$ cat config.mk
export PLATFORM = sky130hd
export DESIGN_NAME = pipeline_hazard_ctrl
export DESIGN_NICKNAME = d
export VERILOG_FILES = /design/src/rtl/pipe_ctrl_pkg.sv /design/src/rtl/mem_wait_timer.sv /design/src/rtl/pipeline_hazard_ctrl.sv
export SDC_FILE = /design/constraint.sdc
export NUM_CORES = 1
export LEC_CHECK = 0
export ABC_CLOCK_PERIOD_IN_PS = 4050
export CAP_MARGIN = 20
export CORE_MARGIN = 5
export CORE_UTILIZATION = 46
export CTS_BUF_LIST = sky130_fd_sc_hd__clkbuf_4 sky130_fd_sc_hd__clkbuf_8
export DETAILED_ROUTE_END_ITERATION = 10
export PLACE_DENSITY = 0.76
export RECOVER_POWER = 100
export SLEW_MARGIN = 10
export SYNTH_ARGS = -nofsm -noshare
export SYNTH_HDL_FRONTEND = slang
export SYNTH_HIERARCHICAL = 1
export SYNTH_SLANG_ARGS = --single-unit
$ cat constraint.sdc
create_clock -name clk -period 4.05 [get_ports clk]
set_clock_uncertainty 0.05 [all_clocks]
set_input_delay 0.81 -clock clk [delete_from_list [all_inputs] [get_ports clk]]
set_output_delay 0.81 -clock clk [all_outputs]
set_load 0.1 [all_outputs]
$ cat src/rtl/pipe_ctrl_pkg.sv
// Shared types and trap cause codes for the pipeline hazard/trap sequencer.
// No logic; imported by the sequencer top and its memory-wait timer.
package pipe_ctrl_pkg;

  typedef enum logic [1:0] {
    RUN      = 2'd0,
    MEM_WAIT = 2'd1,
    TRAP     = 2'd2,
    RETURN   = 2'd3
  } state_t;

  localparam int CAUSE_ILLEGAL    = 2;
  localparam int CAUSE_LOAD_FAULT = 5;
  localparam int CAUSE_M_EXT_IRQ  = 11;

endpackage

$ cat src/rtl/mem_wait_timer.sv
// Counts MEM_WAIT cycles; the timeout flag is combinational on the count, with a 1-cycle update.
// No backpressure: start/en/clr are sampled every cycle, and the count saturates instead of wrapping.
module mem_wait_timer
  import pipe_ctrl_pkg::*;
#(
  parameter int MEM_TIMEOUT = 16
) (
  input  logic clk,
  input  logic rst,
  input  logic clr,
  input  logic start,
  input  logic en,
  output logic timeout
);

  localparam int CW = $clog2(MEM_TIMEOUT + 1);
  localparam logic [CW-1:0] CNT_MAX  = '1;
  localparam logic [CW-1:0] CNT_LAST = CW'(MEM_TIMEOUT - 1);

  logic [CW-1:0] cnt;

  // The stall cycle spent in RUN counts as the first wait cycle, so start loads 1.
  always_ff @(posedge clk) begin
    if (rst || clr) begin
      cnt <= '0;
    end else if (start) begin
      cnt <= CW'(1);
    end else if (en && (cnt != CNT_MAX)) begin
      cnt <= cnt + CW'(1);
    end
  end

  assign timeout = (cnt == CNT_LAST);

endmodule

$ cat src/rtl/pipeline_hazard_ctrl.sv
// Pipeline sequencer for stall, flush, PC redirect and the trap/mret strobes. A DE event at cycle N gives flush/redirect at N+1.
// Stall_MW holds Decode/Execute until dmem_ack. Flush and stall come from disjoint states, so they are never asserted together.
module pipeline_hazard_ctrl
  import pipe_ctrl_pkg::*;
#(
  parameter int MEM_TIMEOUT = 16,
  parameter int CAUSE_W     = 4
) (
  input  logic               clk,
  input  logic               rst,
  input  logic               mem_op_DE,
  input  logic               illegal_DE,
  input  logic               mret_DE,
  input  logic               irq_pending,
  input  logic               dmem_ack,
  output logic               Stall_MW,
  output logic               csr_flush,
  output logic               dmem_req,
  output logic               pc_redirect,
  output logic               trap_valid,
  output logic               mret_valid,
  output logic [CAUSE_W-1:0] trap_cause
);

  state_t               state, state_nxt;
  logic [CAUSE_W-1:0]   cause_q, cause_nxt;
  logic                 tmr_start, tmr_en, tmr_clr, timeout;

  always_ff @(posedge clk) begin
    if (rst) begin
      state   <= RUN;
      cause_q <= '0;
    end else begin
      state   <= state_nxt;
      cause_q <= cause_nxt;
    end
  end

  always_comb begin
    state_nxt   = state;
    cause_nxt   = cause_q;
    Stall_MW    = 1'b0;
    csr_flush   = 1'b0;
    dmem_req    = 1'b0;
    pc_redirect = 1'b0;
    trap_valid  = 1'b0;
    mret_valid  = 1'b0;
    tmr_start   = 1'b0;
    tmr_en      = 1'b0;
    case (state)
      RUN: begin
        if (illegal_DE) begin
          state_nxt = TRAP;
          cause_nxt = CAUSE_W'(CAUSE_ILLEGAL);
        end else if (mret_DE) begin
          state_nxt = RETURN;
        end else if (irq_pending) begin
          state_nxt = TRAP;
          cause_nxt = CAUSE_W'(CAUSE_M_EXT_IRQ);
        end else if (mem_op_DE) begin
          dmem_req = 1'b1;
          if (!dmem_ack) begin
            Stall_MW  = 1'b1;
            state_nxt = MEM_WAIT;
            tmr_start = 1'b1;
          end
        end
      end
      MEM_WAIT: begin
        // Interrupts wait for the access to finish; the level-held request is taken from RUN.
        dmem_req = 1'b1;
        Stall_MW = ~dmem_ack;
        if (dmem_ack) begin
          state_nxt = RUN;
        end else if (timeout) begin
          state_nxt = TRAP;
          cause_nxt = CAUSE_W'(CAUSE_LOAD_FAULT);
        end else begin
          tmr_en = 1'b1;
        end
      end
      TRAP: begin
        csr_flush   = 1'b1;
        pc_redirect = 1'b1;
        trap_valid  = 1'b1;
        state_nxt   = RUN;
      end
      RETURN: begin
        csr_flush   = 1'b1;
        pc_redirect = 1'b1;
        mret_valid  = 1'b1;
        state_nxt   = RUN;
      end
      default: state_nxt = RUN;
    endcase
  end

  assign tmr_clr    = ~(tmr_start | tmr_en);
  assign trap_cause = cause_q;

  mem_wait_timer #(
    .MEM_TIMEOUT(MEM_TIMEOUT)
  ) u_timer (
    .clk    (clk),
    .rst    (rst),
    .clr    (tmr_clr),
    .start  (tmr_start),
    .en     (tmr_en),
    .timeout(timeout)
  );

endmodule

==> results.py, run 1 <==
metrics = {
    "run_status": {
        "status": "finished, final reports clean",
    },
    "synth": {
        "ys_types": 32,
        "synth_area_um2": 661,
        "yosysSeqAreaShare_pct": 33.3,
        "syn_nets": 83,
        "syn_avg_cell_area_um2": 9.05,
        "ys_ff_latch": 11,
        "synth_warnings": 6,
        "syn_inst": 73,
    },
    "worst_setup_path": {
        "path_max_fanout": 13,
        "crit_chain": "dlygate4sd3_1",
        "slowest_delay_ns": 1.27,
        "worstPathRequired_ns": 3.19,
        "arrival_ns": 2.14,
        "cp_slowest_cell": "dlygate4sd3_1",
        "path_class": "reg2out",
        "cp_num_buf_inv": 1,
        "cp-start-kind": "flip-flop",
        "crit_family": "buffers and inverters",
        "end_kind": "output pin",
    },
    "sta": {
        "hold_viol_final": 0,
        "slew_headroom_pct": 22.9,
        "max_clock_freq_ghz": 0.333,
        "drv_slew": 0,
        "post-route-min-period_ns": 3.00,
        "rsz0062_at_grt": "no",
        "tightest_slew_ns": 1.16,
        "fin_tns_setup_ns": 0,
        "post-route-period-util_pct": 74.1,
        "setup_viol": 0,
    },
    "layout": {
        "drive_gt1_share_pct": 13.5,
        "post-route-cell-area_um2": 807,
        "multiInputGateArea_um2": 392,
        "area_growth_pct": 22.2,
        "diodes": 0,
        "seq_area_um2": 220,
        "nNetsFinal": 100,
        "final_common_cell": "dfxtp_1",
        "num-fill-cells": 131,
        "final_cell_mix": "11 x dfxtp_1, 10 x nor2_1, 7 x a21oi_1, 7 x dlygate4sd3_1, 5 x clkdlybuf4s50_1",
    },
    "clock_network": {
        "cts_buffers": 3,
        "clkSinkCount": 11,
        "cts_root_buf": "clkbuf_4",
        "cts-htree-levels": 1,
        "cts_tree": "yes",
        "cts_resized": 0,
        "cts_hold_buf": 0,
        "clk_path_buf_depth": 2,
        "clk_pin_slew_ns": 0.07,
        "insertion_delay_ns": 0.27,
        "post_cts_buffers": 0,
    },
    "die": {
        "chipWidth_um": 47.9,
        "io_pins": 17,
        "coreArea_um2": 1330,
        "dieHeight_um": 47.9,
        "start_util_pct": 49.5,
        "row_count": 13,
        "dieArea_um2": 2290,
    },
    "global_routing": {
        "grt_use_met3_pct": 6.77,
        "grt_max_degree": 14,
        "grt_pass1_wl_mm": 2.27,
        "antenna_found_initial": 0,
        "grt_use_met1_pct": 19.6,
        "use_met2_pct": 20.6,
        "grt_busiest_layer": "met2",
        "track_usage_pct": 14.4,
        "grt_pass1_vias": 513,
        "gr-total-overflow": 0,
    },
    "route": {
        "wirelength_mm": 1.24,
        "routed-via-count": 543,
        "drcViolationCount": 0,
        "vias_per_cell": 5.22,
        "detail-route-antenna-nets": 0,
        "firstDrtPassIters": 4,
        "drt_iter0_markers": 7,
        "wl_per_cell_um": 12.0,
    },
    "place": {
        "portBuffers": 16,
        "gp_congestion": 0.776,
        "postPlaceCellArea_um2": 800,
        "dp_hpwl_um": 949,
    },
    "pwr": {
        "powerDensity_nw_per_um2": 373,
        "p_leak_nw": 0.315,
        "irDropWorstVdd_mv": 0.253,
    },
    "min_path": {
        "worstHoldPathType": "reg2reg",
    },
    "flow_run": {
        "maxCapViolations": 0,
    },
}
-- path summary, 6_finish.rpt --
kind	to	cells after the start	slack [ns]	startpoint
setup reg to reg	u_timer/cnt[4]$_SDFFE_PP0P_	7	1.31	u_timer/cnt[0]$_SDFFE_PP0P_
hold reg to reg	trap_cause[1]$_SDFFE_PP0P_	2	0.43	trap_cause[1]$_SDFFE_PP0P_
hold / removal	trap_cause[1]$_SDFFE_PP0P_	2	0.43	trap_cause[1]$_SDFFE_PP0P_
setup / recovery	pc_redirect	1	1.05	state[1]$_SDFFE_PP0P_
-- kinds of logic (layout without fill, tap and decap cells) --
logic type	Yosys count	after routing	synth area share, %
AOI/OAI and AO/OA	14	14	13.1
xor gates and xnor gates	2	2	2.65
and+or+nand+nor	38	38	40.2
DFF	11	11	33.3
adders and majority gates	3	3	5.68
buffers and inverters	5	21	5.11
-- metrics by stage --
stage / hold slack, ns / setup slack, ns / utilization, % / power [mW] / std cells
3_3_place_gp: 0.409 / 1.06 / 59.9 / 0.226 / 100
3_5_place_dp: 0.420 / 1.05 / 59.9 / 0.227 / 100
5_1_grt: 0.474 / 0.785 / 60.5 / 0.318 / 104
4_1_cts: 0.431 / 1.00 / 62.2 / 0.311 / 104
6_report: 0.427 / 1.05 / 60.5 / 0.301 / 104
2_1_floorplan: 0.404 / 0.0456 / - / 0.205 / 73
-- cell type report --
class                           count  share of cell area (%)
Clock buffer                        4                    3.72
Timing Repair Buffer               16                    17.7
Multi-Input combinational cell     57                    48.5
Sequential cell                    11                    27.3
Tap cell                           15                    2.33
Inverter                            1                   0.465
-- worst min-delay path: cells and delay by family (launching register included) --
family | cells | cell delay (ns)
and+or+nand+nor | 1 | 0.06
AOI/OAI and AO/OA | 1 | 0.06
DFF | 1 | 0.31
-- cells in the mapped netlist --
library cell	number	share of area (%)
dfxtp_1	11	33
nor2_1	10	5.7
a21oi_1	7	5.3
nor2b_1	4	3.8
ha_1	3	5.7
nand2b_1	3	2.8
or3_1	3	2.8
a211oi_1	2	2.3
and3_1	2	1.9
buf_4	2	2.3
nand2_1	2	1.1
nand3b_1	2	2.3
nor3_1	2	1.5
nor4_2	2	3.8
a21oi_2	1	1.3
and2_1	1	0.95
and4bb_1	1	1.9
buf_6	1	1.7
clkbuf_1	1	0.57
inv_1	1	0.57
nand2b_4	1	2.1
nand3_1	1	0.76
nor3_2	1	1.5
nor3_4	1	2.5
nor3b_1	1	1.1
nor4b_4	1	3.6
o211a_1	1	1.5
o21a_1	1	1.1
o21ai_0	1	0.76
o21ai_1	1	0.76
xnor2_1	1	1.3
xor2_1	1	1.3
-- per-layer routing --
layer	up-vias	wire length [um]
li1	290	-
met1	238	631
met2	15	517
met3	0	94
met4	0	0
met5	-	0
-- report_power, final --
group	internal (mW)	leakage [nW]	total (mW)	switching (mW)
Combinational	0.0252	0.207	0.0987	0.0735
Clock	0.0448	0.0184	0.0823	0.0375
Sequential	0.112	0.0896	0.120	0.00761
-- state kept, by name, indices dropped and copies added, names as in the netlist --
| register | count |
|---|---|
| trap_cause | 4 |
| state | 2 |
| u_timer/cnt | 5 |
No activity file was read; power rests on OpenSTA's default activity.
==> run 2: changes to the inputs <==
ABC_CLOCK_PERIOD_IN_PS = 2500   (was 4050)
CORE_UTILIZATION = 44   (was 46)
clock period = 2.5 ns   (was 4.05 ns; I/O delays follow)
==> run 2 against run 1 <==
Cell count grew 3.8%; sequential share of layout area decreased by 0.94 points; hold slack improved by 0.0059 ns; global-route usage fell by 0.84 points; design area rose by 3.6%; total power up 67%.
==> results.py, run 2 (same netlist as run 1, synthesis figures left out) <==
metrics = {
    "route": {
        "wl_per_cell_um": 13.3,
        "detail-route-antenna-nets": 0,
        "routed-via-count": 578,
        "wirelength_mm": 1.44,
        "drt_iter0_markers": 9,
        "drcViolationCount": 0,
        "vias_per_cell": 5.35,
        "firstDrtPassIters": 4,
    },
    "sta": {
        "post-route-min-period_ns": 2.34,
        "slew_headroom_pct": 22.5,
        "hold_viol_final": 0,
        "worst_slack_ns": 0.157,
        "drv_slew": 0,
        "tightest_slew_ns": 1.17,
        "rsz0062_at_grt": "no",
        "post-route-period-util_pct": 93.7,
        "max_clock_freq_ghz": 0.427,
        "setup_viol": 0,
    },
    "worst_setup_path": {
        "reg2reg_to": "u_timer/cnt[4]$_SDFFE_PP0P_",
        "reg2regPathDepth": 8,
        "crit_chain": "ha_1 -> and3_1 -> ha_1 -> nor4b_1 -> clkbuf_1 -> nor2b_1 -> nor2_1 -> a211oi_1",
        "crit_end": "u_timer/cnt[4]$_SDFFE_PP0P_",
        "arrival_ns": 2.48,
        "end_kind": "flip-flop",
        "cp_slowest_cell": "nor4b_1",
        "path_max_fanout": 4,
        "cp-startpoint": "u_timer/cnt[0]$_SDFFE_PP0P_",
        "path_class": "reg2reg",
        "timing.critical_path.mode_cell": "ha_1",
        "reg2reg_from": "u_timer/cnt[0]$_SDFFE_PP0P_",
        "cp-start-kind": "flip-flop",
        "worstPathRequired_ns": 2.64,
        "slowest_delay_ns": 0.40,
        "rrSetupSlack_ns": 0.16,
    },
    "clock_network": {
        "cts-htree-levels": 1,
        "cts_buffers": 3,
        "cts_root_buf": "clkbuf_4",
        "clk_path_buf_depth": 2,
        "cts_resized": 0,
        "insertion_delay_ns": 0.27,
        "clk_pin_slew_ns": 0.08,
        "cts_hold_buf": 0,
        "post_cts_buffers": 0,
        "clkSinkCount": 11,
        "cts_tree": "yes",
    },
    "die": {
        "io_pins": 17,
        "row_count": 14,
        "dieArea_um2": 2380,
        "start_util_pct": 44.9,
        "coreArea_um2": 1470,
        "chipWidth_um": 48.8,
        "dieHeight_um": 48.8,
    },
    "pwr": {
        "p_seq_share_pct": 38.3,
        "irDropWorstVdd_mv": 0.266,
        "powerDensity_nw_per_um2": 600,
        "p_int_mw": 0.300,
        "p_comb_share_pct": 34.2,
        "p_sw_share_pct": 40.1,
        "p_leak_nw": 0.317,
        "p_sw_mw": 0.201,
        "pwr-share-clk_pct": 27.4,
    },
    "layout": {
        "num-fill-cells": 145,
        "largest_reg_flops": 5,
        "drive_gt1_share_pct": 19.6,
        "area_growth_pct": 26.5,
        "nNetsFinal": 103,
        "largest-register": "u_timer/cnt",
        "diodes": 0,
        "post-route-cell-area_um2": 836,
        "final_cell_mix": "11 x dfxtp_1, 10 x nor2_1, 7 x a21oi_1",
        "final_common_cell": "dfxtp_1",
    },
    "global_routing": {
        "track_usage_pct": 13.5,
        "grt_max_degree": 11,
        "grt_pass1_wl_mm": 2.55,
        "antenna_found_initial": 0,
        "gr-total-overflow": 0,
        "grt_pass1_vias": 550,
    },
    "place": {
        "portBuffers": 16,
        "dp_slack_ns": 0.165,
        "dp_hpwl_mm": 1.09,
        "gp_congestion": 0.734,
        "postPlaceCellArea_um2": 866,
    },
    "flow_run": {
        "maxCapViolations": 0,
    },
    "run_status": {
        "status": "finished, final reports clean",
    },
    "min_path": {
        "worstHoldPathType": "reg2reg",
    },
}
-- run 2: per-stage QoR --
stage          setup TNS (ns)  power [mW]  hold WS [ns]  cells  util [%]
2_1_floorplan         -0.0461       0.334         0.404     73         -
3_3_place_gp                0       0.384         0.411    104      58.8
3_5_place_dp                0       0.386         0.421    104      58.8
4_1_cts                     0       0.524         0.448    108      60.9
5_1_grt                     0       0.527         0.461    108      56.8
6_report                    0       0.502         0.433    108      56.8
-- run 2: power groups by stage --
stage / combinational (mW) / clock, mW / sequential, mW
after floorplan: 0.115 / 0 / 0.219
after global placement: 0.187 / 0 / 0.197
after detailed placement: 0.188 / 0 / 0.198
after CTS: 0.189 / 0.142 / 0.194
after global routing: 0.181 / 0.152 / 0.194
final: 0.172 / 0.138 / 0.192
-- run 2: worst min-delay path by stage --
stage | start | end | slack (ns) | cells past startpoint
final | trap_cause[1]$_SDFFE_PP0P_ | trap_cause[1]$_SDFFE_PP0P_ | 0.43 | 2
after global routing | trap_cause[1]$_SDFFE_PP0P_ | trap_cause[1]$_SDFFE_PP0P_ | 0.46 | 2
after CTS | trap_cause[1]$_SDFFE_PP0P_ | trap_cause[1]$_SDFFE_PP0P_ | 0.45 | 2
after detailed placement | u_timer/cnt[1]$_SDFFE_PP0P_ | u_timer/cnt[1]$_SDFFE_PP0P_ | 0.42 | 2
after global placement | trap_cause[1]$_SDFFE_PP0P_ | trap_cause[1]$_SDFFE_PP0P_ | 0.41 | 2
after floorplan | u_timer/cnt[1]$_SDFFE_PP0P_ | u_timer/cnt[1]$_SDFFE_PP0P_ | 0.40 | 2
-- run 2: critical path, delay by kind of cell (launching register included) --
kind,cells,cell delay [ns]
adder cells (fa/ha/maj),2,0.44
flip-flops,1,0.34
AO/OA/AOI/OAI,1,0.20
AND/OR/NAND/NOR,4,0.95
buffers and inverters,1,0.29
-- run 2: cell type report --
class	count	area, um^2	area share [%]
multi-input combinational	57	397	47.5
clock buffer	4	30.0	3.59
inverter	1	3.75	0.449
tap	16	20.0	2.40
timing repair buffer	19	165	19.8
sequential	11	220	26.3
-- run 2: routing by layer --
layer  vias up  part of all wire (%)  track usage [%]
met5         -                     0                0
met4         0                  0.83             6.73
met3         2                   6.4             5.52
met2        17                    43             18.5
met1       263                    50             18.1
li1        296                     -                -
